[src/rtl/load_writeback.sv]
// Load/writeback stage: formats load data, sequences register-file writes and flags bad loads.
// Defining LOAD_WB_FWD_EN adds fwd_valid/fwd_rd/fwd_data bypass outputs that mirror the write port.
module load_writeback #(
   parameter int ADDRESS_WIDTH = 5
) (
   input  logic                     clk,
   input  logic                     rst_n,
   input  logic                     in_valid,
   output logic                     in_ready,
   input  logic                     in_reg_write,
   input  logic                     in_is_load,
   input  logic [ADDRESS_WIDTH-1:0] in_rd,
   input  logic [2:0]               in_funct3,
   input  logic [31:0]              in_alu_result,
   input  logic                     mem_rvalid,
   input  logic [31:0]              mem_rdata,
   output logic                     wb_we,
   output logic [ADDRESS_WIDTH-1:0] wb_rd,
   output logic [31:0]              wb_wd,
   output logic                     load_err
`ifdef LOAD_WB_FWD_EN
   ,
   output logic                     fwd_valid,
   output logic [ADDRESS_WIDTH-1:0] fwd_rd,
   output logic [31:0]              fwd_data
`endif
);

   typedef enum logic [1:0] {
      IDLE      = 2'd0,
      WAIT_LOAD = 2'd1,
      WRITE     = 2'd2
   } state_t;

   state_t                   state_reg;
   logic [ADDRESS_WIDTH-1:0] pend_rd_reg;
   logic [2:0]               pend_funct3_reg;
   logic [1:0]               pend_addr_reg;
   logic                     pend_reg_write_reg;

   logic                     accept;
   logic                     load_bad;
   logic [31:0]              shifted_word;
   logic [7:0]               byte_val;
   logic [15:0]              half_val;
   logic [31:0]              load_data;

   assign in_ready = (state_reg != WAIT_LOAD);
   assign accept   = in_valid && in_ready;

   // Unknown funct3 encodings and misaligned halfword/word addresses are rejected.
   always_comb begin
      load_bad = 1'b1;
      case (in_funct3)
         3'b000, 3'b100: load_bad = 1'b0;
         3'b001, 3'b101: load_bad = in_alu_result[0];
         3'b010:         load_bad = (in_alu_result[1:0] != 2'b00);
         default:        load_bad = 1'b1;
      endcase
   end

   assign shifted_word = mem_rdata >> {pend_addr_reg, 3'b000};
   assign byte_val     = shifted_word[7:0];
   assign half_val     = pend_addr_reg[1] ? mem_rdata[31:16] : mem_rdata[15:0];

   always_comb begin
      load_data = mem_rdata;
      case (pend_funct3_reg)
         3'b000:  load_data = {{24{byte_val[7]}}, byte_val};
         3'b001:  load_data = {{16{half_val[15]}}, half_val};
         3'b100:  load_data = {24'd0, byte_val};
         3'b101:  load_data = {16'd0, half_val};
         default: load_data = mem_rdata;
      endcase
   end

   always_ff @(posedge clk or negedge rst_n) begin
      if (!rst_n) begin
         state_reg          <= IDLE;
         wb_we              <= 1'b0;
         wb_rd              <= '0;
         wb_wd              <= 32'd0;
         load_err           <= 1'b0;
         pend_rd_reg        <= '0;
         pend_funct3_reg    <= 3'd0;
         pend_addr_reg      <= 2'd0;
         pend_reg_write_reg <= 1'b0;
      end else begin
         wb_we    <= 1'b0;
         load_err <= 1'b0;
         case (state_reg)
            WAIT_LOAD: begin
               if (mem_rvalid) begin
                  wb_rd     <= pend_rd_reg;
                  wb_wd     <= load_data;
                  wb_we     <= pend_reg_write_reg && (pend_rd_reg != '0);
                  state_reg <= WRITE;
               end
            end
            default: begin
               // IDLE and WRITE both accept a new instruction, giving back-to-back writes.
               if (accept) begin
                  if (!in_is_load) begin
                     wb_rd     <= in_rd;
                     wb_wd     <= in_alu_result;
                     wb_we     <= in_reg_write && (in_rd != '0);
                     state_reg <= WRITE;
                  end else if (load_bad) begin
                     load_err  <= 1'b1;
                     state_reg <= IDLE;
                  end else begin
                     pend_rd_reg        <= in_rd;
                     pend_funct3_reg    <= in_funct3;
                     pend_addr_reg      <= in_alu_result[1:0];
                     pend_reg_write_reg <= in_reg_write;
                     state_reg          <= WAIT_LOAD;
                  end
               end else begin
                  state_reg <= IDLE;
               end
            end
         endcase
      end
   end

`ifdef LOAD_WB_FWD_EN
   assign fwd_valid = wb_we;
   assign fwd_rd    = wb_rd;
   assign fwd_data  = wb_wd;
`endif

endmodule

[config.mk]
export PLATFORM = sky130hd
export DESIGN_NAME = load_writeback
export DESIGN_NICKNAME = d
export VERILOG_FILES = /design/src/rtl/load_writeback.sv
export SDC_FILE = /design/constraint.sdc
export NUM_CORES = 1
export LEC_CHECK = 0
export CORE_UTILIZATION = 44
export CTS_CLUSTER_DIAMETER = 100
export DETAILED_ROUTE_END_ITERATION = 7
export MAX_ROUTING_LAYER = met4
export PLACE_DENSITY = 0.81
export SLEW_MARGIN = 25
export SYNTH_ARGS = -nofsm -noshare
export SYNTH_HDL_FRONTEND = slang
export SYNTH_SLANG_ARGS = --single-unit
[constraint.sdc]
create_clock -name clk -period 2.1 [get_ports clk]
set_input_delay 0.42 -clock clk [delete_from_list [all_inputs] [get_ports clk]]
set_output_delay 0.42 -clock clk [all_outputs]
set_load 0.03 [all_outputs]
# After elaboration in Yosys (flattened, before gate mapping)

Cells that the tools add are included.

Eq/ne operators: 11
Shifts and indexed selects: 1
Mux-type cells: 24
Bitwise gates (word level): 2
Reductions and logical operators: 13

Operators by type and width:

| kind                                                                  | count |
|---|---|
| 32-bit two-way mux                                                    | 4 |
| 32-bit case mux with 4 select lines                                   | 1 |
| 32-bit by 5-bit >> shifter with 8-bit output                          | 1 |
| 5-bit two-way mux                                                     | 4 |
| 16-bit two-way mux                                                    | 1 |
| 3-bit equality test, second input constant                            | 4 |
| 5-bit nonzero test                                                    | 2 |
| 1-bit two-way mux                                                     | 9 |
| 2-bit two-way mux                                                     | 4 |
| 3-bit by 1-bit equality test with 1-bit output, second input constant | 2 |
| 3-bit logical NOT                                                     | 2 |
| 2-bit by 1-bit != test with 1-bit output, second input constant       | 2 |
| 4-bit AND reduction                                                   | 1 |
| 2-bit nonzero test                                                    | 2 |
| 2-bit OR reduction                                                    | 2 |
| 3-bit by 2-bit equality test with 1-bit output, second input constant | 1 |
| 1-bit logical AND                                                     | 3 |
| 1-bit case mux with 3 select lines                                    | 1 |
| 3-bit AND reduction                                                   | 1 |
| 2-bit by 1-bit equality test with 1-bit output, second input constant | 1 |
| 2-bit != test, second input constant                                  | 1 |
| 1-bit inverter                                                        | 2 |

Flip-flop bits (word level): 52
Word-level logic and storage cells: 60

# Logic depth before layout (Yosys ltp)

Depth after elaboration: 7
Depth in mapped cells: 9
Mapped depth without buffers: 5

# Worst setup path after synthesis

Ideal clock, no wire load.

Path type: register -> register
Start: register pend_addr_reg[1]
End: register wb_wd[20]
Arrival: 1704 ps
Path slack: 270 ps
Stages on the path, launching flop included: 6
Path buffers: 1
Cells stage by stage: dfrtp_1 mux4_2 mux2_2 a21oi_4 buf_6 a211oi_1

Longest elaborated chain between the ends: 4
Elaborated cells on any way between the ends: 5
Classes of those cells: 1 x shift; 4 x mux

Ends and longest elaborated chain:

| item                                                                                      | RTL line | RTL |
|---|---|---|
| start: declaration                                                                        | 38       | `logic [1:0] pend_addr_reg;` |
| start signal: assignment                                                                  | 114      | `pend_addr_reg <= in_alu_result[1:0];` |
| 32-bit by 5-bit >> shifter with 8-bit output / 16-bit two-way mux (equally long branches) | 62, 64   |  |
| 32-bit case mux with 4 select lines *                                                     | 68       | `case (pend_funct3_reg)` |
| 32-bit two-way mux *                                                                      | 93       | `if (mem_rvalid) begin` |
| 32-bit two-way mux *                                                                      | 91       | `case (state_reg)` |
| end signal: assignment                                                                    | 95       | `wb_wd <= load_data;` |
| end signal: assignment                                                                    | 105      | `wb_wd <= in_alu_result;` |
| end: declaration                                                                          | 19       | `output logic [31:0] wb_wd,` |

Every way passes the cells marked *; elsewhere a longest branch is shown, timed or not. The select of a mux whose other input is x is not followed.
A chain may end at the register's enable or synchronous reset.

# Worst setup path in the final report

Start: input mem_rdata[23]
End: register wb_wd[20]

Longest elaborated chain between the ends: 4

Ends and longest elaborated chain:

| item                                         | RTL line | RTL |
|---|---|---|
| start: declaration                           | 16       | `input logic [31:0] mem_rdata,` |
| 32-bit by 5-bit >> shifter with 8-bit output | 62       | `assign shifted_word = mem_rdata >> {pend_addr_reg, 3'b000};` |
| 32-bit case mux with 4 select lines          | 68       |  |
| 32-bit two-way mux                           | 93       |  |
| 32-bit two-way mux                           | 91       |  |

Every way passes these cells. The select of a mux whose other input is x is not followed.

==> flow_summary.json <==
{
  "netlist_instances": 308,
  "cts_buffers": 5,
  "vias_per_cell": 5.88,
  "final_core_util_pct": 69.0,
  "startpoint_type": "input pin",
  "leakagePower_nw": 1.76,
  "grt_start_max_net_pins": 23,
  "synth_common_cells": "52 x dfrtp_1, 35 x nand2_1, 31 x nor2_1",
  "grt_overflow_total": 0,
  "dp_hpwl_um": 7290,
  "yosysMostFrequentCell": "dfrtp_1",
  "worstSetupPathType": "in2reg",
  "path_clk_slew_ns": 0.10,
  "max_freq_ghz": 0.500,
  "num_antenna_cells": 0,
  "drtIter0Drc": 196,
  "vias": 3020,
  "slew_headroom_pct": 73.8,
  "cellInternalPower_w": 0.00231,
  "ctsHoldBuffers": 0,
  "yosysSeqAreaShare_pct": 44.6,
  "swShare_pct": 39.8,
  "maxCapViolCount": 0,
  "fillers": 499,
  "required_ns": 2.30,
  "clock_latency_ns": 0.32,
  "port_buffers": 117,
  "rsz0062_at_grt": "false",
  "drv_slew": 0,
  "dieArea_um2": 6960,
  "root_buffer": "clkbuf_8",
  "fp.dieW_um": 83.5,
  "hold_path_class": "in2async",
  "ir_drop_uv": 522,
  "grt_pass1_wl_um": 15300,
  "gp_congestion": 0.880,
  "wl_um": 9380,
  "layout-drive-gt1-share_pct": 14.9,
  "power_w": 0.00384,
  "antenna_left": 0,
  "pwr-share-comb_pct": 47.6,
  "syn2layout_area_growth_pct": 51.0,
  "worstMarginPinSlew_ns": 0.392,
  "synth_top_area_cell": "dfrtp_1",
  "cts_tree": "done",
  "num_rows": 29,
  "io_pins": 118,
  "synth_warnings": 0,
  "first_pass_iters": 7,
  "period_needed_ns": 2.00,
  "initial_utilization_pct": 45.7,
  "critPathCaptureType": "flop",
  "seq_power_share_pct": 36.9,
  "core_area_um2": 6390,
  "antenna_found_initial": 0,
  "htreeDepth": 2,
  "cts.sinks": 52,
  "die_h_um": 83.5,
  "pwr-share-clk_pct": 15.5,
  "synth_top_cell_area_share_pct": 44.6,
  "synthArstFlopShare_pct": 100,
  "largest_reg_flops": 32,
  "wl_per_cell_um": 18.3,
  "switchingPower_w": 0.00153,
  "p_per_area_nw_per_um2": 871,
  "grt_pass1_vias": 3097,
  "ys.flop_type": "dfrtp_1",
  "synth_edf_count": 0,
  "drc_errors": 0,
  "syn_avg_cell_area_um2": 9.48,
  "hold_viol": 0,
  "r2r_cells": 5,
  "cts_max_path_buffers": 2,
  "skew_ns": 0.00894,
  "netlist_area_um2": 2920,
  "status": "finished clean",
  "ys_seq_elements": 52,
  "min_period_over_period_pct": 95.2,
  "postSynthNetCount": 386,
  "layout.nets": 514,
  "setup-violations-final": 0,
  "synth_area_leaders": "dfrtp_1 45%, mux2_2 8.5%, a211oi_1 4.9%",
  "cp_data_arrival_time_ns": 2.20,
  "crit_path_max_fanout": 13,
  "yosysUniqueCellTypes": 44,
  "grt_use_total_pct": 28.6
}
==> final cells by class <==
cell class,count,area (um2),area share [%]
multi-input cells,226,1490,33.7
clock inverters,3,18.8,0.426
flip-flops and latches,52,1300,29.5
clock buffers,5,68.8,1.56
repair buffers,144,1410,32.0
inverters,7,26.3,0.596
well taps,77,96.3,2.19
==> routing by layer <==
layer	share of wire, %	vias to the layer above	GRT usage [%]
met3	7.2	24	6.43
li1	-	1391	-
met4	2.5	0	9.40
met1	41	1464	36.0
met5	0	-	-
met2	50	141	46.1
==> cells in the final DEF (no fill, tap or decap), types with 3 or more instances in the layout <==
cell type        instances
a211oi_1                19
a21oi_1                 19
a221oi_1                 7
a311oi_1                 7
a31oi_1                  5
buf_12                   3
buf_4                   24
clkbuf_8                 5
clkdlybuf4s50_1        115
dfrtp_1                 52
inv_1                    4
mux2_2                  22
mux2i_1                  7
nand2_1                 35
nand2b_1                 8
nand3_1                  3
nand3b_1                 3
nor2_1                  31
nor2b_1                  3
nor3_1                  19
o32ai_1                  4
or3_1                    6
or4_1                    3
==> worst paths after layout <==
path                                              startpoint                     to  slack (ns)
min in group clk                        wb_wd[7]$_DFFE_PN0P_   wb_wd[7]$_DFFE_PN0P_        0.50
worst max register to register  pend_addr_reg[1]$_DFFE_PN0P_  wb_wd[20]$_DFFE_PN0P_        0.22
worst min-delay path                                   rst_n   wb_rd[4]$_DFFE_PN0P_       0.006
worst min register to register          wb_wd[7]$_DFFE_PN0P_   wb_wd[7]$_DFFE_PN0P_        0.50
worst max-delay path                           mem_rdata[23]  wb_wd[20]$_DFFE_PN0P_        0.10
max in group asynchronous                              rst_n  wb_wd[24]$_DFFE_PN0P_        1.48
==> metrics by stage <==
| stage | hold slack, ns | instances | setup TNS [ns] | cell area, um2 | setup WS (ns) |
|---|---|---|---|---|---|
| 2_1_floorplan | 0.124 | 308 | 0 | 2920 | 0.270 |
| 3_3_place_gp | 0.364 | 506 | -2.94 | 4320 | -0.170 |
| 3_5_place_dp | 0.361 | 506 | -3.40 | 4320 | -0.195 |
| 4_1_cts | 0.0118 | 514 | 0 | 4410 | 0.0615 |
| 5_1_grt | 0.0166 | 514 | 0 | 4410 | 0.0760 |
| 6_report | 0.00570 | 514 | 0 | 4410 | 0.101 |
==> critical path, stage by stage <==
cell and delay [ns]:
clkdlybuf4s50_1 0.47, mux4_2 0.57, mux2_2 0.33, a21oi_4 0.19, buf_12 0.15, a211oi_1 0.07
==> kinds of logic after synthesis <==
family,synth area share [%]
compound gates,19.9
mux,11.7
simple gates,19.3
buf+inv,4.54
flops,44.6
==> timing repair <==
action	4_1_cts	5_1_grt
endpoints found under the setup margin	0	1
gates resized for setup	0	1
buffers inserted	0	0
==> power by group through the flow <==
stage          clock network (W)  logic, W  registers [W]
4_1_cts                 0.000594   0.00182        0.00141
3_5_place_dp                   0   0.00182        0.00143
3_3_place_gp                   0   0.00177        0.00142
5_1_grt                 0.000641   0.00194        0.00144
6_report                0.000596   0.00183        0.00142
2_1_floorplan                  0  0.000665        0.00175
Power figures use the tool's default switching activity.
